**src/rtl/lcd_pkg.sv**
```systemverilog
// Shared constants, step/phase encodings and helpers for the HD44780 text display.
package lcd_pkg;

  localparam logic [7:0] CMD_FUNCTION_SET = 8'h38;
  localparam logic [7:0] CMD_ENTRY_MODE   = 8'h06;
  localparam logic [7:0] CMD_DISPLAY_ON   = 8'h0C;
  localparam logic [7:0] CMD_CLEAR        = 8'h01;
  localparam logic [7:0] CMD_SET_DDRAM    = 8'h80;

  typedef enum logic [1:0] {
    PHASE_POWERUP = 2'd0,
    PHASE_INIT    = 2'd1,
    PHASE_REFRESH = 2'd2
  } phase_e;

  // Each step names the transaction that will be issued next.
  typedef enum logic [5:0] {
    STEP_POWERUP  = 6'd0,
    STEP_INIT_1   = 6'd1,
    STEP_INIT_2   = 6'd2,
    STEP_INIT_3   = 6'd3,
    STEP_INIT_4   = 6'd4,
    STEP_INIT_5   = 6'd5,
    STEP_INIT_6   = 6'd6,
    STEP_ROW_ADDR = 6'd7,
    STEP_ROW_DATA = 6'd8
  } step_e;

  typedef enum logic [1:0] {
    BUS_IDLE  = 2'd0,
    BUS_SETUP = 2'd1,
    BUS_PULSE = 2'd2,
    BUS_HOLD  = 2'd3
  } bus_state_e;

  function automatic logic [7:0] row_offset(input logic [1:0] row, input int columns);
    case (row)
      2'd0:    row_offset = 8'h00;
      2'd1:    row_offset = 8'h40;
      2'd2:    row_offset = 8'(columns);
      default: row_offset = 8'(32'h40 + columns);
    endcase
  endfunction

  function automatic phase_e phase_of(input step_e step);
    case (step)
      STEP_POWERUP:                phase_of = PHASE_POWERUP;
      STEP_ROW_ADDR, STEP_ROW_DATA: phase_of = PHASE_REFRESH;
      default:                     phase_of = PHASE_INIT;
    endcase
  endfunction

endpackage

```
**src/rtl/lcd_bus_cycle.sv**
```systemverilog
// One LCD bus transaction: SETUP (1 clk), E PULSE, then HOLD for the requested wait.
module lcd_bus_cycle #(
  parameter int E_PULSE_CYCLES = 12
) (
  input  logic        clk,
  input  logic        rst_n,
  input  logic        start,
  input  logic        rs,
  input  logic [7:0]  db,
  input  logic [31:0] wait_cycles,
  output logic        busy,
  output logic        done,
  output logic        lcd_e,
  output logic        lcd_rs,
  output logic [7:0]  lcd_db
);
  import lcd_pkg::*;

  bus_state_e  state_q, state_d;
  logic [31:0] cnt_q, cnt_d;
  logic [31:0] wait_q, wait_d;
  logic        e_q, e_d;
  logic        rs_q, rs_d;
  logic [7:0]  db_q, db_d;

  always_comb begin
    state_d = state_q;
    cnt_d   = cnt_q;
    wait_d  = wait_q;
    e_d     = e_q;
    rs_d    = rs_q;
    db_d    = db_q;
    done    = (state_q == BUS_HOLD) && (cnt_q == wait_q - 32'd1);
    busy    = (state_q != BUS_IDLE);
    case (state_q)
      BUS_SETUP: begin
        state_d = BUS_PULSE;
        cnt_d   = '0;
        e_d     = 1'b1;
      end
      BUS_PULSE: begin
        if (cnt_q == 32'(E_PULSE_CYCLES - 1)) begin
          state_d = BUS_HOLD;
          cnt_d   = '0;
          e_d     = 1'b0;
        end else begin
          cnt_d = cnt_q + 32'd1;
        end
      end
      BUS_HOLD: begin
        if (done) state_d = BUS_IDLE;
        else      cnt_d   = cnt_q + 32'd1;
      end
      default: ;
    endcase
    // A new request is taken in the last HOLD cycle so transactions run back to back.
    if (start && (!busy || done)) begin
      state_d = BUS_SETUP;
      cnt_d   = '0;
      e_d     = 1'b0;
      rs_d    = rs;
      db_d    = db;
      wait_d  = wait_cycles;
    end
  end

  always_ff @(posedge clk or negedge rst_n) begin
    if (!rst_n) begin
      state_q <= BUS_IDLE;
      cnt_q   <= '0;
      wait_q  <= '0;
      e_q     <= 1'b0;
      rs_q    <= 1'b0;
      db_q    <= 8'h00;
    end else begin
      state_q <= state_d;
      cnt_q   <= cnt_d;
      wait_q  <= wait_d;
      e_q     <= e_d;
      rs_q    <= rs_d;
      db_q    <= db_d;
    end
  end

  assign lcd_e  = e_q;
  assign lcd_rs = rs_q;
  assign lcd_db = db_q;

endmodule

```
**src/rtl/lcd_text_display.sv**
```systemverilog
// HD44780 8-bit driver: power-on init, then endless refresh of a ROWS x COLUMNS buffer.
module lcd_text_display #(
  parameter int COLUMNS             = 16,
  parameter int ROWS                = 2,
  parameter int E_PULSE_CYCLES      = 12,
  parameter int CMD_WAIT_CYCLES     = 2000,
  parameter int CLEAR_WAIT_CYCLES   = 82000,
  parameter int POWERUP_WAIT_CYCLES = 750000,
  parameter int INIT_WAIT1_CYCLES   = 205000,
  parameter int INIT_WAIT2_CYCLES   = 5000,
  localparam int DEPTH = ROWS * COLUMNS,
  localparam int AW    = $clog2(DEPTH)
) (
  input  logic          CLOCK_50MHZ,
  input  logic          RESET_N,
  input  logic          WR_EN,
  input  logic [AW-1:0] WR_ADDR,
  input  logic [7:0]    WR_DATA,
  output logic          READY,
  output logic [7:0]    LCD_DATA_BIT,
  output logic          LCD_ENABLE,
  output logic          LCD_REGISTER_SELECT,
  output logic          LCD_READ_WRITE,
  output logic [7:0]    LED
);
  import lcd_pkg::*;

  step_e         step_q, step_d;
  logic [1:0]    row_q, row_d;
  logic [5:0]    col_q, col_d;
  logic [31:0]   pwr_cnt_q, pwr_cnt_d;
  logic          ready_q, ready_d;
  logic [7:0]    led_q, led_d;
  logic [7:0]    buffer_q [DEPTH];
  logic [7:0]    buffer_d [DEPTH];
  logic          has_txn, issue, txn_rs, bus_busy, bus_done;
  logic [7:0]    txn_db;
  logic [31:0]   txn_wait;
  logic [AW-1:0] rd_addr;

  assign rd_addr = AW'(int'(row_q) * COLUMNS + int'(col_q));

  always_comb begin
    buffer_d = buffer_q;
    if (WR_EN && (32'(WR_ADDR) < 32'(DEPTH))) buffer_d[WR_ADDR] = WR_DATA;
  end

  always_comb begin
    step_d    = step_q;
    row_d     = row_q;
    col_d     = col_q;
    pwr_cnt_d = pwr_cnt_q;
    has_txn   = 1'b1;
    txn_rs    = 1'b0;
    txn_db    = CMD_FUNCTION_SET;
    txn_wait  = 32'(CMD_WAIT_CYCLES);
    case (step_q)
      STEP_POWERUP: begin
        pwr_cnt_d = pwr_cnt_q + 32'd1;
        has_txn   = (pwr_cnt_q == 32'(POWERUP_WAIT_CYCLES - 1));
        txn_wait  = 32'(INIT_WAIT1_CYCLES);
      end
      STEP_INIT_1:   txn_wait = 32'(INIT_WAIT2_CYCLES);
      STEP_INIT_4:   txn_db   = CMD_ENTRY_MODE;
      STEP_INIT_5:   txn_db   = CMD_DISPLAY_ON;
      STEP_INIT_6: begin
        txn_db   = CMD_CLEAR;
        txn_wait = 32'(CLEAR_WAIT_CYCLES);
      end
      STEP_ROW_ADDR: txn_db = CMD_SET_DDRAM | row_offset(row_q, COLUMNS);
      STEP_ROW_DATA: begin
        txn_rs = 1'b1;
        txn_db = buffer_q[rd_addr];
      end
      default: ;
    endcase

    issue = has_txn && (!bus_busy || bus_done);
    if (issue) begin
      case (step_q)
        STEP_POWERUP: step_d = STEP_INIT_1;
        STEP_INIT_1:  step_d = STEP_INIT_2;
        STEP_INIT_2:  step_d = STEP_INIT_3;
        STEP_INIT_3:  step_d = STEP_INIT_4;
        STEP_INIT_4:  step_d = STEP_INIT_5;
        STEP_INIT_5:  step_d = STEP_INIT_6;
        STEP_INIT_6: begin
          step_d = STEP_ROW_ADDR;
          row_d  = 2'd0;
          col_d  = 6'd0;
        end
        STEP_ROW_ADDR: step_d = STEP_ROW_DATA;
        STEP_ROW_DATA: begin
          if (col_q == 6'(COLUMNS - 1)) begin
            col_d  = 6'd0;
            step_d = STEP_ROW_ADDR;
            row_d  = (row_q == 2'(ROWS - 1)) ? 2'd0 : row_q + 2'd1;
          end else begin
            col_d = col_q + 6'd1;
          end
        end
        default: step_d = STEP_POWERUP;
      endcase
    end

    // The first bus completion seen in the refresh phase is the end of the clear HOLD.
    ready_d = ready_q | (bus_done && (phase_of(step_q) == PHASE_REFRESH));
    led_d   = {phase_of(step_q), step_q};
  end

  always_ff @(posedge CLOCK_50MHZ or negedge RESET_N) begin
    if (!RESET_N) begin
      step_q    <= STEP_POWERUP;
      row_q     <= 2'd0;
      col_q     <= 6'd0;
      pwr_cnt_q <= '0;
      ready_q   <= 1'b0;
      led_q     <= 8'hFF;
      for (int i = 0; i < DEPTH; i++) buffer_q[i] <= 8'h20;
    end else begin
      step_q    <= step_d;
      row_q     <= row_d;
      col_q     <= col_d;
      pwr_cnt_q <= pwr_cnt_d;
      ready_q   <= ready_d;
      led_q     <= led_d;
      buffer_q  <= buffer_d;
    end
  end

  lcd_bus_cycle #(
    .E_PULSE_CYCLES(E_PULSE_CYCLES)
  ) u_bus (
    .clk         (CLOCK_50MHZ),
    .rst_n       (RESET_N),
    .start       (has_txn),
    .rs          (txn_rs),
    .db          (txn_db),
    .wait_cycles (txn_wait),
    .busy        (bus_busy),
    .done        (bus_done),
    .lcd_e       (LCD_ENABLE),
    .lcd_rs      (LCD_REGISTER_SELECT),
    .lcd_db      (LCD_DATA_BIT)
  );

  assign READY          = ready_q;
  assign LED            = led_q;
  assign LCD_READ_WRITE = 1'b0;

endmodule
```
**config.mk**
```make
export PLATFORM = sky130hd
export DESIGN_NAME = lcd_text_display
export DESIGN_NICKNAME = d
export VERILOG_FILES = /design/src/rtl/lcd_pkg.sv /design/src/rtl/lcd_bus_cycle.sv /design/src/rtl/lcd_text_display.sv
export SDC_FILE = /design/constraint.sdc
export NUM_CORES = 1
export LEC_CHECK = 0
export ABC_AREA = 1
export CORE_MARGIN = 1
export CORE_UTILIZATION = 61
export CTS_CLUSTER_DIAMETER = 30
export DETAILED_ROUTE_END_ITERATION = 7
export PLACE_DENSITY = 0.75
export SYNTH_ARGS = -nofsm -noshare
export SYNTH_HDL_FRONTEND = slang
export SYNTH_HIERARCHICAL = 1
export SYNTH_SLANG_ARGS = --single-unit
```
**constraint.sdc**
```tcl
create_clock -name CLOCK_50MHZ -period 2.85 [get_ports CLOCK_50MHZ]
set_input_delay 0.57 -clock CLOCK_50MHZ [delete_from_list [all_inputs] [get_ports CLOCK_50MHZ]]
set_output_delay 0.57 -clock CLOCK_50MHZ [all_outputs]
set_load 0.05 [all_outputs]
```
# [Word-level counts from Yosys, hierarchy flattened]
# Index checks and enable logic that the tools add are counted.
[classes] magnitude_cmp=3 n_eq_ne=22 reduce_logical=19 addsub=6 bitwise=3 n_mux=30
[op_table] operator="$bwmux W256" n=1
[op_table] operator="$mux W32" n=3
[op_table] operator="$pmux W32 S3" n=1
[op_table] operator="$add A32 B1 Y32 const B" n=2
[op_table] operator="$pmux W18 S3" n=1
[op_table] operator="$pmux W6 S9" n=1
[op_table] operator="$bmux W8 S5" n=1
[op_table] operator="$demux W8 S5" n=1
[op_table] operator="$pmux W8 S5" n=1
[op_table] operator="$eq A32 B20 Y1 const B" n=1
[op_table] operator="$eq A32 B32 Y1" n=1
[op_table] operator="$eq A32 B4 Y1 const B" n=1
[op_table] operator="$sub A32 B1 Y32 const B" n=1
[op_table] operator="$eq A6 B3 Y1 const B" n=4
[op_table] operator="$mux W8" n=3
[op_table] operator="$pmux W7 S3" n=1
[op_table] operator="$eq A6 B2 Y1 const B" n=2
[op_table] operator="$eq A6 B4 Y1 const B" n=2
[op_table] operator="$ge A6 B6 Y1 const B" n=2
[op_table] operator="$mux W6" n=2
[op_table] operator="$not A5 Y6" n=2
[op_table] operator="$pmux W6 S2" n=1
[op_table] operator="$mux W2" n=5
[op_table] operator="$eq A2 B2 Y1 const B" n=4
[op_table] operator="other kinds (25)" n=39
[totals] output_inout_bits=20 register_bits=387

# [Logic depth before layout (Yosys ltp)]
# Gate-level depths: netlist of the first run.
[logic_depth] word_depth=7 mapped_depth=20

# [By module]
# The synthesis of the first run kept the hierarchy.
[by_module_without_submodules] mod="lcd_text_display" area_per_inst_um2=14619.0 instances=1 cells_each=1862 seq_area_each_um2=7756.2
[by_module_without_submodules] mod="lcd_bus_cycle" area_per_inst_um2=6292.3 instances=1 cells_each=990 seq_area_each_um2=1901.8

# [Worst setup path after synthesis of the first run]
# OpenSTA, ideal clock, no wires.
[synth_path] path_type="register -> register" from="reg u_bus.wait_q[0]" to="reg row_q[0]" path_stages_with_launch=18 n_path_buf=1 path_slack_ns=0.426 t_arrival_ns=2.358 t_required_ns=2.784 cell_sequence="dfrtp_1 -> inv_2 -> ha_1 -> nand2_2 -> nor2_4 -> nand2_2 -> nor2_2 -> nand2_1 -> nand2_1 -> nand2_1 -> nor4_1 -> nand3_1 -> nor2_1 -> inv_1 -> nand2_1 -> clkbuf_1 -> nand4_1 -> nand2_1"
[synth_between] elab_chain_cells=6
[synth_rtl] item="start, declared" line_no="lcd_bus_cycle.sv:21" text="logic [31:0] wait_q, wait_d;"
[synth_rtl] item="start signal, assigned" line_no="lcd_bus_cycle.sv:78" text="wait_q <= wait_d;"
[synth_rtl] item="$sub A32 B1 Y32" line_no="lcd_bus_cycle.sv:33" text="done = (state_q == BUS_HOLD) && (cnt_q == wait_q - 32'd1);"
[synth_rtl] item="$eq A32 B32 Y1" line_no="lcd_bus_cycle.sv:33"
[synth_rtl] item="$logic_and A1 B1 Y1" line_no="lcd_bus_cycle.sv:33"
[synth_rtl] item="net bus_done" line_no="lcd_text_display.sv:36" text="logic has_txn, issue, txn_rs, bus_busy, bus_done;"
[synth_rtl] item="$logic_or A1 B1 Y1" line_no="lcd_text_display.sv:78" text="issue = has_txn && (!bus_busy || bus_done);"
[synth_rtl] item="$logic_and A1 B1 Y1" line_no="lcd_text_display.sv:78"
[synth_rtl] item="$reduce_and A3 Y1 (no line)"
[synth_rtl] item="end signal, assigned" line_no="lcd_text_display.sv:122" text="row_q <= row_d;"
[synth_rtl] item="end, declared" line_no="lcd_text_display.sv:29" text="logic [1:0] row_q, row_d;"
# The timed path passes the listed nets, and every way through them passes these cells.
# A chain may end at the register's enable or synchronous reset.

# [Worst setup path in the final report of the first run]
[layout_path] from="reg u_bus.wait_q[4]" to="reg u_bus.wait_q[7]"
[layout_between] elab_chain_cells=5
[layout_rtl] item="$sub A32 B1 Y32" line_no="lcd_bus_cycle.sv:33"
[layout_rtl] item="$eq A32 B32 Y1" line_no="lcd_bus_cycle.sv:33"
[layout_rtl] item="$logic_and A1 B1 Y1" line_no="lcd_bus_cycle.sv:33"
[layout_rtl] item="$logic_or A1 B1 Y1" line_no="lcd_bus_cycle.sv:57" text="if (start && (!busy || done)) begin"
[layout_rtl] item="$logic_and A1 B1 Y1" line_no="lcd_bus_cycle.sv:57"
# No other way between the ends.

==> results of run 1 <==
==> stage by stage <==
stage          worst slack [ns]  area, sq um
6_report                  0.214        25300
5_1_grt                 -0.0212        25300
4_1_cts                 0.00395        25000
3_5_place_dp             0.0228        21900
3_3_place_gp             0.0534        21900
2_1_floorplan             0.426        21000
==> registers in the layout, summed over array words and instances (netlist names), 2 cells and up <==
register and cells:
buffer_q 256, pwr_cnt_q 32, u_bus/cnt_q 32, u_bus/wait_q 32
u_bus/lcd_db 8, LED 7, col_q 6, step_q 4
row_q 2, u_bus/state_q 2
==> per-layer routing <==
metal	share of wire, %	up-vias	global-route usage, %	routed length, um
met5	0	-	0	0
met4	4.8	0	18.4	2970
met3	5.8	193	5.37	3570
met2	49	764	59.1	30200
met1	41	9497	45.4	25200
li1	-	9399	-	-
==> critical path, cell delays in order, from the launching register on <==
cell	delay [ns]
dfrtp_1	0.42
nor2_1	0.16
nand2_1	0.12
nor2_4	0.15
nand2_1	0.15
nor2_2	0.15
nand2_1	0.08
nand2_1	0.09
nand2_1	0.05
nor2_1	0.12
nand2_1	0.09
nor2_1	0.11
nand2_1	0.10
nand2_2	0.14
nand2_4	0.10
buf_4	0.18
clkbuf_16	0.19
nand2_1	0.07
nand2_1	0.05
==> worst paths after layout <==
check | to | startpoint | slack, ns | depth (start not counted)
max | u_bus/wait_q[7] | u_bus/wait_q[4] | 0.21 | 18
min | u_bus/wait_q[29] | RESET_N | -0.009 | 1
max reg2reg | u_bus/wait_q[7] | u_bus/wait_q[4] | 0.21 | 18
min reg2reg | LED[2] | step_q[2] | 0.44 | 0
max in group asynchronous | buffer_q[141] | RESET_N | 1.96 | 2
min in group CLOCK_50MHZ | LED[2] | step_q[2] | 0.44 | 0
==> placed cells by master (no fill, tap or decap), types with 17 or more instances in the layout <==
| cell type | instances |
|---|---|
| clkbuf_16 | 88 |
| o21ai_1 | 17 |
| nand2_1 | 1030 |
| inv_1 | 130 |
| xnor2_1 | 27 |
| nand4_1 | 34 |
| nor3_1 | 36 |
| o21ai_0 | 244 |
| dfstp_2 | 39 |
| nor2_2 | 20 |
| a21oi_1 | 58 |
| xor2_1 | 52 |
| o21bai_1 | 18 |
| buf_4 | 74 |
| clkdlybuf4s50_1 | 33 |
| dfrtp_1 | 341 |
| nand3_1 | 343 |
| nor2_1 | 169 |
| conb_1 | 22 |
==> power by group through the flow <==
stage               Sequential, mW  Combinational, mW  Clock [mW]
floorplan                     6.57              0.918           0
global placement              6.62               1.31           0
detailed placement            6.66               1.37           0
CTS                           6.60               1.41        10.4
global route                  6.68               1.62        10.7
finish                        6.61               1.41        10.3
==> timing repair <==
| item | CTS | global route |
|---|---|---|
| endpoints found under the setup margin | 0 | 88 |
| hold endpoints to repair | 0 | 0 |
| setup buffers | 0 | 5 |
| gates resized for setup | 0 | 59 |
==> layout make-up <==
cell class,count,area [sq um]
well taps,448,561
fillers,2558,8310
clock buffers,106,2320
clock inverters,53,734
multi-input cells,2179,10300
flip-flops and latches,384,9670
repair buffers,124,1230
inverters,140,527
==> kinds of logic after synthesis <==
| kind of cell | share of synthesized area [%] |
|---|---|
| buffers and inverters | 6.01 |
| adder cells (fa/ha/maj) | 0.539 |
| AND/OR/NAND/NOR | 34.6 |
| AO/OA/AOI/OAI | 9.04 |
| XOR/XNOR | 3.58 |
| flip-flops | 46.2 |
| other | 0.0179 |
==> summary.txt, run 1 <==
Die H -> 187 um
Die ar. -> 0.0350 sq mm
Wire length of the first global-routing pass -> 100 mm
CP startpoint kind -> flop
Yosys warns -> 6
Worst EP arrival -> 3.10 ns
Initial antenna violation count -> 0
Crit. End Element -> flop
Congestion Overflow GR -> 0
Synth cell count leaders -> nand2_1, nand3_1, dfrtp_1
Asr flop ratio synth -> 100%
CTS H-tree depth -> 3
Cell variety after synth -> 47
Status -> complete, but fails checks
Clock slew at reported path FFs -> 0.04 ns
Synth top area share -> 41.3%
Drt initial violations -> 1836
Ys flop type -> dfrtp_1
Clock tree buffer depth -> 3
Sw frac -> 24.9%
DR WL/cell -> 18.0 um
Hold_ws -> -0.00855 ns
Final hold vios -> 8
Vias per inst -> 5.78
Max FO, Critical Path -> 26
Fin crit share -> 92.5%
Synth top area cells -> dfrtp_1, nand2_1, nand3_1
Hpwl dp -> 39.0 mm
IO Pins -> 36
Crit path time final -> 2.64 ns
First-pass detailed-route iteration total -> 6
Post-synth top area cell -> dfrtp_1
Die Width -> 187 um
Worst VDD drop -> 0.000921 V
CTS Buf Count -> 85
CP required -> 3.32 ns
Largest net degree at the start of global routing -> 133
Synth Area per Inst -> 7.33 sq um
Pins Over Slew Limit -> 0
Post-CTS Hold Buffers -> 0
Starting Density -> 62.2%
Logic gate share of total power -> 7.7%
Final setup fails -> 0
Final Wtd Congestion -> 1.01
Vias in the first global route -> 19400
Post-synthesis cell count -> 2852
Gr usage total -> 35.6%
# nets final -> 2939
Placeable Area -> 0.0336 sq mm
Area Overhead vs Synth -> 21.0%
Fin cells -> 3434
Min-Delay Path Class -> in2async
Rows -> 67
Mapped cell area -> 0.0209 sq mm
Root Buffer Master -> clkbuf_16
Skew-Pair Late Insertion Delay -> 0.60 ns
Routed WL -> 61.9 mm
Rel. slew slack -> 49.0%
Sequential Power Share -> 36.1%
Crit Path Category -> reg2reg
# port buffers -> 34
Clk pwr share -> 56.2%
Worst slew pin tran -> 0.765 ns
Number of antenna repair diodes -> 0
Int Pwr -> 13.7 mW
Post-synth EDFFs -> 0
# Max-Cap Violations -> 0
Final ANT Viol Nets -> 0
Pleak -> 11.9 nW
Most common cell in the netlist -> nand2_1
Inst Count DP -> 3268
Number of synthesized register bits -> 384
PwrDens -> 723 mW/mm^2
CTS sink count -> 384
Max Clock Freq -> 379 MHz
Final Skew -> 0.0267 ns
Power Total -> 18.3 mW
Share of cells above drive strength 1 -> 12.2%
CTS tree -> built
Failing checks -> negative hold slack
Fin Setup TNS -> 0 ns
Sequential share of the synthesized area -> 46.2%
DR DRC count -> 0
Routed vias -> 19900
Final Util -> 75.3%
Net Sw Power -> 4.55 mW
(Power assumes the default switching activity.)
==> inputs of run 2 (changes only) <==
Settings changed: SKIP_CTS_REPAIR_TIMING set to 1.
Clock period 2.85 ns to 2.44 ns, I/O delays scaled along.
==> summary.txt, run 2 (same netlist as run 1, synthesis figures left out) <==
Max Clock Freq -> 366 MHz (-3.6%)
Pleak -> 12.8 nW (+7.5%)
Worst path top cell family by delay -> simple AND/OR/NAND/NOR gates
First-pass detailed-route iteration total -> 5 (-1)
Worst EP arrival -> 3.20 ns (+0.10 ns)
Vias per inst -> 5.89 (+1.8%)
RSZ-0062 raised after global routing -> yes
CTS Buf Count -> 87 (+2.4%)
CP max stage cell -> dfrtp_1
Rel. slew slack -> 62.0% (+13 points)
Placeable Area -> 0.0336 sq mm (unchanged)
DR WL/cell -> 18.7 um (+3.6%)
PwrDens -> 810 mW/mm^2 (+12%)
Max FFs per register -> 256 (unchanged)
Final Util -> 80.4% (+5.2 points)
CTS tree -> built
CTS sink count -> 384 (unchanged)
Net Sw Power -> 5.45 mW (+20%)
Largest net degree at the start of global routing -> 81 (-39%)
Final hold vios -> 0 (-8)
Fin crit share -> 112% (+20 points)
Root Buffer Master -> clkbuf_16
# Max-Cap Violations -> 0 (unchanged)
CP Cell Sequence -> inv_2 > ha_4 > buf_4 > inv_1 > nand2_1 > nand2_1 > xor2_1 > nand2_1 > nor2_1 > nand2_1 > nor2_2 > nand2_1 > nor2_1 > nand2_1 > nand2_2 > nand2_4 > nand3_4 > nand2_8 > clkbuf_16 > nand2_4 > nand2_2
Skew-Pair Late Insertion Delay -> 0.62 ns (+0.02 ns)
Logic gate share of total power -> 7.9% (+0.2 points)
IO Pins -> 36 (unchanged)
Most frequent cells in the layout -> nand2_1, nand3_1, dfrtp_1, o21ai_0, buf_4
Met2 global-route usage -> 61.9% (+2.8 points)
Clock slew at reported path FFs -> 0.05 ns (about the same)
Worst path most repeated cell -> nand2_1
Crit. End Element -> flop
Worst VDD drop -> 0.000973 V (+5.7%)
Final Wtd Congestion -> 0.983 (-2.8%)
CTS H-tree depth -> 3 (unchanged)
Gr busiest metal -> met2
Leading cell type in the layout, fill and taps excluded -> nand2_1
Crit path time final -> 2.73 ns (+0.0977 ns)
Setup WS post-layout -> -0.294 ns (-0.508 ns)
Share of cells above drive strength 1 -> 19.3% (+7.1 points)
# nets final -> 3065 (+4.3%)
Die ar. -> 0.0350 sq mm (unchanged)
Sw frac -> 24.9% (+0.035 points)
Final setup fails -> 89 (+89)
Hpwl dp -> 41.2 mm (+5.6%)
Max FO, Critical Path -> 5 (-81%)
Min-Delay Path Class -> in2async
Clock tree buffer depth -> 3 (unchanged)
CP startpoint kind -> flop
Met1 GRT Util -> 46.1% (+0.77 points)
Failing checks -> negative setup slack
# port buffers -> 34 (unchanged)
Drt initial violations -> 1969 (+7.2%)
Initial antenna violation count -> 0 (unchanged)
Crit path largest cell delay -> 0.37 ns (-0.05 ns)
M3 GR Usage -> 5.67% (+0.30 points)
Int Pwr -> 16.5 mW (+20%)
CP required -> 2.90 ns (-0.42 ns)
Number of antenna repair diodes -> 0 (unchanged)
Rows -> 67 (unchanged)
Crit Path Category -> reg2reg
Routed WL -> 66.6 mm (+7.5%)
Final Skew -> 0.0513 ns (+0.0246 ns)
Clk pwr share -> 56.8% (+0.6 points)
Worst slew pin tran -> 0.569 ns (-0.196 ns)
Most flops, register -> buffer_q
Area Overhead vs Synth -> 29.3%
Gr usage total -> 37.4% (+1.7 points)
Wire length of the first global-routing pass -> 104 mm (+4.4%)
Starting Density -> 62.2% (unchanged)
Vias in the first global route -> 20400 (+5.1%)
Routed vias -> 21000 (+5.6%)
Final ANT Viol Nets -> 0 (unchanged)
Congestion Overflow GR -> 0 (unchanged)
Sequential Power Share -> 35.3% (-0.8 points)
Pins Over Slew Limit -> 0 (unchanged)
DR DRC count -> 0 (unchanged)
Fin Setup TNS -> -17.09 ns (-17.09 ns)
Status -> complete, but fails checks
Die Width -> 187 um (unchanged)
Power Total -> 21.9 mW (+20%)
Die H -> 187 um (unchanged)
Critical path buffers and inverters -> 4 (+2)
## run 2: cell count changes in the layout (fill, tap and decap cells not counted), sizes merged
cell	change
buf	+121
bufinv	+1
clkbuf	+8
clkdlybuf4s50	-4
clkinv	+6
clkinvlp	-4
dlygate4sd3	+1
dlymetal6s2s	+4
inv	-5
## run 2: metal layers
| metal | vias to the layer above | routed length (um) |
|---|---|---|
| met3 | 249 | 4710 |
| met4 | 0 | 3730 |
| met5 | - | 0 |
| met1 | 10000 | 25800 |
| li1 | 9666 | - |
| met2 | 1022 | 32300 |
## run 2: power by group through the flow
stage / clock network (mW) / registers [mW] / logic, mW
after global placement: 0 / 7.73 / 1.56
after floorplan: 0 / 7.67 / 1.07
after global routing: 12.8 / 7.81 / 1.96
after detailed placement: 0 / 7.77 / 1.64
after CTS: 12.5 / 7.71 / 1.70
final: 12.4 / 7.73 / 1.73
## run 2: path summary, 6_finish.rpt
check / startpoint / endpoint / slack [ns] / depth (start not counted)
setup / recovery: u_bus/wait_q[1] / u_bus/cnt_q[14] / -0.29 / 21
hold / removal: RESET_N / buffer_q[192] / 0.44 / 2
setup reg to reg: u_bus/wait_q[1] / u_bus/cnt_q[14] / -0.29 / 21
hold reg to reg: step_q[2] / LED[2] / 0.44 / 0
max in group asynchronous: RESET_N / buffer_q[181] / 1.24 / 3
min in group CLOCK_50MHZ: step_q[2] / LED[2] / 0.44 / 0
## run 2: area by class of cell
type / count / area, sq um
timing repair buffer: 248 / 2400
sequential: 384 / 9670
fill: 2201 / 6580
multi-input combinational: 2179 / 10700
clock inverter: 51 / 767
clock buffer: 112 / 2420
inverter: 140 / 527
tap: 448 / 561
## run 2: through the flow
| step | instance area [sq um] | setup slack (ns) | hold WS, ns | std cells |
|---|---|---|---|---|
| after global routing | 27000 | -0.451 | 0.460 | 3562 |
| after floorplan | 21000 | 0.0158 | 0.192 | 2873 |
| after global placement | 22900 | -0.350 | 0.429 | 3382 |
| final | 27000 | -0.294 | 0.441 | 3562 |
| after CTS | 26100 | -0.411 | -0.153 | 3545 |
| after detailed placement | 22900 | -0.398 | 0.422 | 3382 |
==> patch, RTL diff (config.mk and constraints of run 2) <==
Change the parameter `COLUMNS` from 16 to 8.
--- a/src/rtl/lcd_text_display.sv
+++ b/src/rtl/lcd_text_display.sv
@@ -1,6 +1,6 @@
 // HD44780 8-bit driver: power-on init, then endless refresh of a ROWS x COLUMNS buffer.
 module lcd_text_display #(
-  parameter int COLUMNS             = 16,
+  parameter int COLUMNS             = 8,
   parameter int ROWS                = 2,
   parameter int E_PULSE_CYCLES      = 12,
   parameter int CMD_WAIT_CYCLES     = 2000,
Interface: changed (resized WR_ADDR); port bits go from 36 to 35. The function was not compared with the original's and may differ.
==> patch against run 2 <==
- worst setup slack worse by 0.076 ns
- design area is 26% lower
- via count is 23% lower
- critical path type unchanged
- critical endpoint is now u_bus/cnt_q[18]$_DFFE_PN0P_
- clock skew is 0.033 ns lower
- routed wire length is 22% lower
- total power is 37% lower
- the run still ends with negative setup slack left
- worst hold slack worse by 0.022 ns
- synthesized area is 27% lower
- largest power group unchanged
- core utilization is 0.99 points higher
- sequential cell count is 128 lower
- highest routed layer unchanged
- combinational power is 40% lower
- maximum frequency is 2.7% lower
==> patch: results (changes against run 2) <==
status - finished with violations
vias in the first global route - 15300 (-25%)
number of fill cells - 1576 (-28%)
violated checks - negative setup slack
Clock Path Buffers - 3 (unchanged)
top cells by area, synth - dfrtp_1 (38%), nand2_1 (16%), nor2_1 (6.8%)
area occupied by multi-input gates - 0.00836 mm^2 (-22%)
gr usage total - 38.3% (+0.98 points)
Post-synth ARST share - 100% (unchanged)
YS warnings - 6 (unchanged)
Worst-Skew Late Latency - 0.58 ns (-0.04 ns)
initial antenna violation count - 0 (unchanged)
first-pass GRT wire length - 78.3 mm (-25%)
Worst path max stage delay - 0.44 ns (+0.07 ns)
Worst-Margin Slew - 0.699 ns (+0.130 ns)
Via Count - 16200 (-23%)
GPL Wtd Cong - 0.974 (-0.90%)
Cell variety after synth - 44 (-6.4%)
Placed Area - 0.0171 mm^2 (-25%)
most common library cells after synthesis - nand2_1 (662), nor2_1 (276), dfrtp_1 (233)
maximum VDD drop - 0.765 mV (-21%)
1st-iter DRT viols - 2067 (+5.0%)
max reg flops - 128 (-50%)
clk_skew - 0.0178 ns (-0.0335 ns)
post-synthesis sequential area ratio - 42.0% (-4.2 points)
port bufs - 33 (-2.9%)
Num CTS Buffers - 54 (-38%)
layout cell share with drive strength beyond 1 - 21.0% (+1.7 points)
HP Class - in -> async
CP max stage cell - dfrtp_2
post-DP HPWL - 33.4 mm (-19%)
Final nets - 2383 (-22%)
DR pass1 iterations - 6 (+1)
Biggest register - buffer_q
final antenna diode count - 0 (unchanged)
routed length per instance - 19.1 um (+2.1%)
clock tree root driver cell - clkbuf_16
CP Max Fanout - 8 (+3)
post-route setup slack - -0.370 ns (-0.0761 ns)
Worst-path clk slew - 0.05 ns (about the same)
largest net degree at the start of global routing - 66 (-19%)
Worst Path Arrival - 3.26 ns (+0.06 ns)
H-tree depth - 2 (-1)
static leakage - 9.50 nW (-26%)
top_reg_cell synth - dfrtp_1
crit-path leading delay family - simple AND/OR/NAND/NOR gates
final setup fails - 89 (unchanged)
[patch: path summary, 6_finish.rpt]
path	slack [ns]	to	depth (start not counted)	start
min	0.42	buffer_q[46]$_DFFE_PN0P_	2	RESET_N
min in group CLOCK_50MHZ	0.48	buffer_q[113]$_DFFE_PN0P_	2	buffer_q[113]$_DFFE_PN0P_
max	-0.37	u_bus/cnt_q[18]$_DFFE_PN0P_	21	u_bus/wait_q[6]$_DFFE_PN0N_
min reg2reg	0.48	buffer_q[113]$_DFFE_PN0P_	2	buffer_q[113]$_DFFE_PN0P_
max reg2reg	-0.37	u_bus/cnt_q[18]$_DFFE_PN0P_	21	u_bus/wait_q[6]$_DFFE_PN0N_
max in group asynchronous	1.22	u_bus/wait_q[6]$_DFFE_PN0N_	3	RESET_N
[patch: final cells by class]
type / count / share of cell area, %
Clock buffer: 72 / 7.88
Clock inverter: 27 / 1.93
Inverter: 160 / 3.02
Timing Repair Buffer: 232 / 10.8
Tap cell: 324 / 2.04
Multi-Input combinational cell: 1655 / 42.0
Sequential cell: 256 / 32.3
[patch: through the flow]
| stage | setup WS [ns] | setup TNS, ns | hold WS, ns | std cells |
|---|---|---|---|---|
| 3_3_place_gp | -0.383 | -22.41 | 0.403 | 2604 |
| 6_report | -0.370 | -24.01 | 0.419 | 2726 |
| 5_1_grt | -0.492 | -35.61 | 0.442 | 2726 |
| 2_1_floorplan | 0.000106 | 0 | 0.192 | 2183 |
| 3_5_place_dp | -0.485 | -30.83 | 0.401 | 2604 |
| 4_1_cts | -0.477 | -31.37 | -0.186 | 2703 |
[patch: power by group]
group | internal [mW] | switching [mW]
Clock | 5.17 | 2.55
Sequential | 4.75 | 0.246
Combinational | 0.379 | 0.657
Total | 10.3 | 3.45
[patch: cells by family (layout without fill, tap and decap cells)]
logic type | count (synthesis) | count (layout) | synth area share, %
DFF | 256 | 256 | 42.0
buffers and inverters | 273 | 491 | 7.42
other | 1 | 22 | 0.0245
and+or+nand+nor | 1249 | 1250 | 34.8
AOI/OAI and AO/OA | 295 | 295 | 10.4
adders and majority gates | 9 | 9 | 0.735
xor gates and xnor gates | 79 | 79 | 4.66
[patch: routing by layer]
metal	GRT usage (%)	part of all wire, %	vias up	wire, um
met3	6.33	11	196	5470
li1	-	-	7352	-
met2	59.4	46	975	24100
met1	54.5	40	7663	20700
met5	0	0	-	0
met4	13.5	3.4	0	1760
